### src/rtl/icache_line_fill.sv
// Line-fill adapter: turns one wide cache-line read into NUM_BLOCKS sequential narrow word reads.
// Latency NUM_BLOCKS+1 cycles with zero-wait memory; an issued narrow beat is always drained on abort.
module icache_line_fill #(
    parameter int BLOCK_SIZE = 4,
    parameter int NUM_BLOCKS = 4
) (
    input  logic                                 clk,
    input  logic                                 resetn,
    input  logic                                 line_req_valid,
    output logic                                 line_req_ready,
    input  logic [31:0]                          line_req_addr,
    output logic [8*BLOCK_SIZE*NUM_BLOCKS-1:0]   line_req_rdata,
    output logic                                 mem_valid,
    input  logic                                 mem_ready,
    output logic [31:0]                          mem_addr,
    input  logic [8*BLOCK_SIZE-1:0]              mem_rdata,
    output logic                                 mem_instr,
    output logic [BLOCK_SIZE-1:0]                mem_wstrb,
    output logic [31:0]                          fill_count
);

    localparam int WORD_W = 8 * BLOCK_SIZE;
    localparam int OFFS   = $clog2(NUM_BLOCKS) + $clog2(BLOCK_SIZE);
    localparam int BEAT_W = (NUM_BLOCKS > 1) ? $clog2(NUM_BLOCKS) : 1;
    localparam logic [BEAT_W-1:0] LAST_BEAT = BEAT_W'(NUM_BLOCKS - 1);
    localparam logic [31:0]       LINE_MASK = 32'((64'd1 << OFFS) - 64'd1);

    typedef enum logic [1:0] {
        IDLE,
        REQ,
        DONE,
        DRAIN
    } state_t;

    state_t            state;
    logic [BEAT_W-1:0] beat;

    assign mem_instr = 1'b1;
    assign mem_wstrb = '0;

    always_ff @(posedge clk) begin
        if (!resetn) begin
            state          <= IDLE;
            beat           <= '0;
            line_req_ready <= 1'b0;
            line_req_rdata <= '0;
            mem_valid      <= 1'b0;
            mem_addr       <= '0;
            fill_count     <= '0;
        end else begin
            line_req_ready <= 1'b0;
            case (state)
                IDLE: begin
                    if (line_req_valid) begin
                        mem_addr  <= line_req_addr & ~LINE_MASK;
                        mem_valid <= 1'b1;
                        beat      <= '0;
                        state     <= REQ;
                    end
                end
                REQ: begin
                    if (!line_req_valid) begin
                        // Abort: a beat accepted this cycle is simply dropped; a pending one must finish.
                        if (mem_ready) begin
                            mem_valid <= 1'b0;
                            state     <= IDLE;
                        end else begin
                            state <= DRAIN;
                        end
                    end else if (mem_ready) begin
                        line_req_rdata[beat*WORD_W +: WORD_W] <= mem_rdata;
                        if (beat == LAST_BEAT) begin
                            mem_valid      <= 1'b0;
                            line_req_ready <= 1'b1;
                            fill_count     <= fill_count + 32'd1;
                            state          <= DONE;
                        end else begin
                            beat     <= beat + BEAT_W'(1);
                            mem_addr <= mem_addr + 32'(BLOCK_SIZE);
                        end
                    end
                end
                DONE: begin
                    state <= IDLE;
                end
                DRAIN: begin
                    if (mem_ready) begin
                        mem_valid <= 1'b0;
                        state     <= IDLE;
                    end
                end
                default: begin
                    state <= IDLE;
                end
            endcase
        end
    end

endmodule

### config.mk
export PLATFORM = sky130hd
export DESIGN_NAME = icache_line_fill
export DESIGN_NICKNAME = d
export VERILOG_FILES = /design/src/rtl/icache_line_fill.sv
export SDC_FILE = /design/constraint.sdc
export NUM_CORES = 1
export LEC_CHECK = 0
export BUFFER_PORTS_ARGS = -buffer_cell sky130_fd_sc_hd__buf_2
export CORE_MARGIN = 4
export CORE_UTILIZATION = 30
export DETAILED_ROUTE_END_ITERATION = 16
export MAX_ROUTING_LAYER = met4
export PLACE_DENSITY = 0.53
export SLEW_MARGIN = 20
export SYNTH_ARGS = -nofsm -noshare
export SYNTH_HDL_FRONTEND = slang
export SYNTH_SLANG_ARGS = --single-unit
### constraint.sdc
create_clock -name clk -period 2.6 [get_ports clk]
set_input_delay 0.13 -clock clk [delete_from_list [all_inputs] [get_ports clk]]
set_output_delay 0.13 -clock clk [all_outputs]
set_load 0.01 [all_outputs]
# Word-level counts from Yosys, hierarchy flattened
# Cells that the tools add are included.
[classes] reduce_logical=9 n_eq_ne=11 n_mux=25 add_sub_neg=4 shifts=2
[ops] cell="128-bit bitwise mux" count=1
[ops] cell="32-bit two-way mux" count=4
[ops] cell="32-bit by 34-bit variable shift with 128-bit output, first input constant" count=1
[ops] cell="32-bit by 34-bit variable part select with 128-bit output" count=1
[ops] cell="32-bit case mux with 2 select lines" count=1
[ops] cell="7-bit negator with 34-bit output" count=1
[ops] cell="32-bit by 1-bit adder with 32-bit output, second input constant" count=1
[ops] cell="32-bit by 3-bit adder with 32-bit output, second input constant" count=1
[ops] cell="2-bit two-way mux" count=10
[ops] cell="4-bit AND reduction" count=4
[ops] cell="2-bit != test, second input constant" count=5
[ops] cell="2-bit case mux with 4 select lines" count=1
[ops] cell="2-bit == test, second input constant" count=3
[ops] cell="1-bit two-way mux" count=6
[ops] cell="3-bit != test, second input constant" count=2
[ops] cell="5-bit AND reduction" count=1
[ops] cell="2-bit case mux with 2 select lines" count=1
[ops] cell="1-bit case mux with 3 select lines" count=1
[ops] cell="3-bit AND reduction" count=1
[ops] cell="3-bit nonzero test" count=1
[ops] cell="2-bit by 1-bit adder with 2-bit output, second input constant" count=1
[ops] cell="2-bit by 1-bit == test with 1-bit output, second input constant" count=1
[ops] cell="2-bit zero test" count=1
[ops] cell="2-bit nonzero test" count=1
[totals] reg_bits=198 out_inout_bits=199

# Longest topological paths before layout
[depth] ltp_word=5 mapped_depth=9 ltp_nobuf=6

# Worst setup path after synthesis
# Ideal clock, no wire load.
[synth_path] path_kind="register -> register" from="register mem_addr[2]" to="register mem_addr[30]" required_time_ps=2521 t_arrival_ps=1965 slack_ps=557 path_stages_with_launch=7 setup_ps=79 period_less_slack_ps=2043 path_cell_list="dfxtp_1 > ha_1 > and4_1 > nand2_1 > or4_1 > or4_1 > o211ai_1"
[synth_via] elab_chain_cells=5
[synth_lines] element="start: declaration" line="15" source="output logic [31:0] mem_addr,"
[synth_lines] element="start signal: assignment" line="55" source="mem_addr <= line_req_addr & ~LINE_MASK;"
[synth_lines] element="start signal: assignment" line="79" source="mem_addr <= mem_addr + 32'(BLOCK_SIZE);"
[synth_lines] element="32-bit by 3-bit adder with 32-bit output" line="79"
[synth_lines] element="32-bit two-way mux" line="72" source="if (beat == LAST_BEAT) begin"
[synth_lines] element="32-bit two-way mux" line="70" source="end else if (mem_ready) begin"
[synth_lines] element="32-bit two-way mux" line="62" source="if (!line_req_valid) begin"
[synth_lines] element="32-bit case mux with 2 select lines" line="52" source="case (state)"
# No other way between the ends. The select of a mux whose other input is x is not followed.
# A chain may end at the register's enable or synchronous reset.

# Worst setup path after layout
# Same ends and word-level chain as after synthesis.

==> results.cfg <==
[cts]
clk_path_buf_depth = 2
ctsHoldBuffers = 35
cts_root_buf = clkbuf_16
h-tree-depth = 4
cts_buffers = 17
clkSlewWorstSetupHoldPaths_ns = 0.08
cts_setup_buffers = 0
clock-sinks = 196
clock_latency_ns = 0.44
cts_resized = 0
cts_tree = done

[grt]
grt-ovfl-total = 0
grt_usage = 0.193
grt_max_degree = 82
antenna_found_initial = 0
grt_pass1_vias = 8218
grt_pass1_wl_mm = 46.6

[setup_path]
path_cells = ha_1 > and4_1 > nand2_1 > or4_1 > or4_1 > o211ai_1
critPathMaxStageDelay_ns = 0.55
r2r-start = mem_addr[2]$_SDFFE_PN0P_
crit_cells = 6
r2r-end = mem_addr[30]$_SDFFE_PN0P_
cp_max_fo = 5
rrSetupSlack_ns = 0.38
startpoint_type = register
cp-end-kind = register
rr_worst_depth = 6
path_delay_family = simple AND/OR/NAND/NOR gates
arrival_ns = 2.59
cpMostUsedCell = or4_1
critPathKind = register to register
path_buf_inv = 0
slowest_stage = or4_1
cp_data_required_time_ns = 2.97

[pwr]
seqPwrFrac = 0.491
p_int_w = 0.00456
power.leakage_nw = 4.51
p_sw_frac = 0.281
p_sw_w = 0.00178
power.density_nw_per_um2 = 572
clockPowerShare = 0.425
pwr-share-comb = 0.084
vdd_drop_max_v = 0.000297

[floorplan]
die_h_um = 176
io-pin-count = 267
die-area_sq_um = 30900
start_util = 0.304
core_sq_um = 27800
fp-row-count = 61
dieWidth_um = 176

[timing]
hold_viol = 0
final_max_slew_viol_count = 0
holdWs_ns = 0.0258
setup_tns_ns = 0
fin_crit_ns = 2.22
fmax_ghz = 0.450
setup-violations-final = 0
slew_headroom = 0.623
rsz0062_at_grt = false
worst_pin_slew_ns = 0.561
clock_skew_ns = 0.0164
period_share = 0.855

[route]
drc_errors = 0
routed_wl_mm = 30.1
detailedRoute.firstPassIterationCount = 7
drt-initial-drc-count = 570
ant_nets = 0
post_drt_wl_per_cell_um = 17.5
vias = 8712
drt-vias-per-instance = 5.06

[outcome]
outcome = completed

[hold_path]
hold_path.startpoint = line_req_addr[18]
min_to = mem_addr[18]$_SDFFE_PN0P_
hold_depth = 3
hold_path_class = input port to register

[cells_and_area]
drive_gt1_frac = 0.245
fin_util = 0.399
finish.instance_area_sq_um = 11100
area_growth_pct = 31.0
finalNetCount = 1406
antennaDiodeCount = 0

[logic_synthesis]
syn-instance-count = 1079
synth-compound-area-share = 0.155
yosys.area_share.adder = 0.0118
yosys_most_used_dff = dfxtp_1
synth-seq-cells = 196
synthDistinctLibCells = 56
syn_area_sq_um = 8460
synthXorXnorAreaFrac = 0.0176
async_flop_share = 0
synth-edff-count = 0
synth-simple-area-share = 0.287
yosysSeqAreaShare = 0.464
syn_avg_cell_area_sq_um = 7.84
synth_mux_area_frac = 0.0144
ys_warn_count = 0
synth_top_family_by_area = simple AND/OR/NAND/NOR gates

[flow_run]
drv_cap = 0

[place]
post_dp_cell_area_sq_um = 10100
gp_congestion = 0.860
dpl.hpwl_mm = 20.2
io_buffers = 255
==> synthesized netlist by cell type, drive strengths merged, types with 8 or more instances <==
cell type | n | area [sq um]
a21oi | 167 | 836
and2 | 13 | 81.3
and3 | 11 | 70.1
and4 | 8 | 71.3
buf | 17 | 100
clkbuf | 75 | 282
dfxtp | 196 | 3920
ha | 8 | 100
inv | 8 | 30.0
mux2i | 11 | 110
nand2 | 184 | 691
nand2b | 12 | 75.1
nand3 | 154 | 771
nand4 | 25 | 171
nor2 | 48 | 180
nor3 | 13 | 65.1
nor4 | 12 | 75.1
o21ai | 33 | 165
or3 | 10 | 62.6
xor2 | 11 | 96.3
==> worst max path at each step <==
stage / slack (ns) / from / to
floorplan: 0.56 / mem_addr[2]$_SDFFE_PN0P_ / mem_addr[30]$_SDFFE_PN0P_
global placement: 0.43 / mem_addr[2]$_SDFFE_PN0P_ / mem_addr[30]$_SDFFE_PN0P_
detailed placement: 0.40 / mem_addr[2]$_SDFFE_PN0P_ / mem_addr[30]$_SDFFE_PN0P_
CTS: 0.38 / mem_addr[2]$_SDFFE_PN0P_ / mem_addr[30]$_SDFFE_PN0P_
global route: 0.19 / mem_addr[2]$_SDFFE_PN0P_ / mem_addr[30]$_SDFFE_PN0P_
finish: 0.38 / mem_addr[2]$_SDFFE_PN0P_ / mem_addr[30]$_SDFFE_PN0P_
==> state kept, by name, indices dropped and copies added (netlist names) <==
name and flops:
beat 2, fill_count 32, line_req_rdata 128, line_req_ready 1, mem_addr 30, mem_valid 1, state 2
==> worst reg2reg max path, cell delays in order (launching register included) <==
cell and delay [ns]:
dfxtp_1 0.40, ha_1 0.25, and4_1 0.31, nand2_1 0.14, or4_1 0.55, or4_1 0.41
o211ai_1 0.09
==> stage by stage <==
step / total power (W) / setup WS, ns / instances
after CTS: 0.00643 / 0.377 / 1721
after global routing: 0.00660 / 0.189 / 1721
after global placement: 0.00367 / 0.427 / 1654
final: 0.00634 / 0.377 / 1721
after detailed placement: 0.00367 / 0.398 / 1654
after floorplan: 0.00344 / 0.557 / 1084
==> logic make-up (layout without fill, tap and decap cells) <==
logic type      Yosys count  count (layout)
compound gates          238             238
xor+xnor                 17              17
fa+ha+maj                 8               8
buf+inv                 101             360
flops                   196             196
mux                      12              12
other cells               2               7
simple gates            505             505
==> layer usage <==
metal	track usage	routed length [um]	part of all wire	vias up
met5	-	0	0	-
met4	0.0556	582	0.019	0
met3	0.0489	1980	0.066	32
met2	0.294	13700	0.46	259
met1	0.255	13800	0.46	4145
li1	-	-	-	4276
==> power by group through the flow <==
stage               registers, W  logic [W]  clock network [W]
global placement         0.00318   0.000491                  0
floorplan                0.00319   0.000249                  0
finish                   0.00311   0.000530            0.00270
CTS                      0.00311   0.000534            0.00279
detailed placement       0.00318   0.000491                  0
global route             0.00312   0.000582            0.00289
==> placed cells by master, fill, tap and decap left out, types with 8 or more instances in the layout <==
master / Yosys / layout
buf_2: 8 / 255
dfxtp_1: 196 / 196
nand2_1: 184 / 184
a21oi_1: 167 / 166
nand3_1: 154 / 154
nor2_1: 48 / 48
dlygate4sd3_1: 0 / 35
o21ai_0: 32 / 32
buf_4: 7 / 26
nand4_1: 24 / 24
clkbuf_16: 0 / 17
and2_1: 12 / 12
nand2b_1: 12 / 12
nor4_1: 12 / 12
nor3_1: 13 / 12
mux2i_1: 11 / 11
xor2_1: 11 / 11
and3_1: 10 / 10
or3_1: 10 / 10
inv_1: 8 / 8
ha_1: 8 / 8
==> final cells by class <==
class	instances	area, sq um
Inverter	9	36.3
Multi-Input combinational cell	787	4160
Clock inverter	15	178
Fill cell	2960	16700
Tap cell	378	473
Sequential cell	196	3920
Timing Repair Buffer	319	1880
Clock buffer	17	425
(Power assumes the default switching activity.)
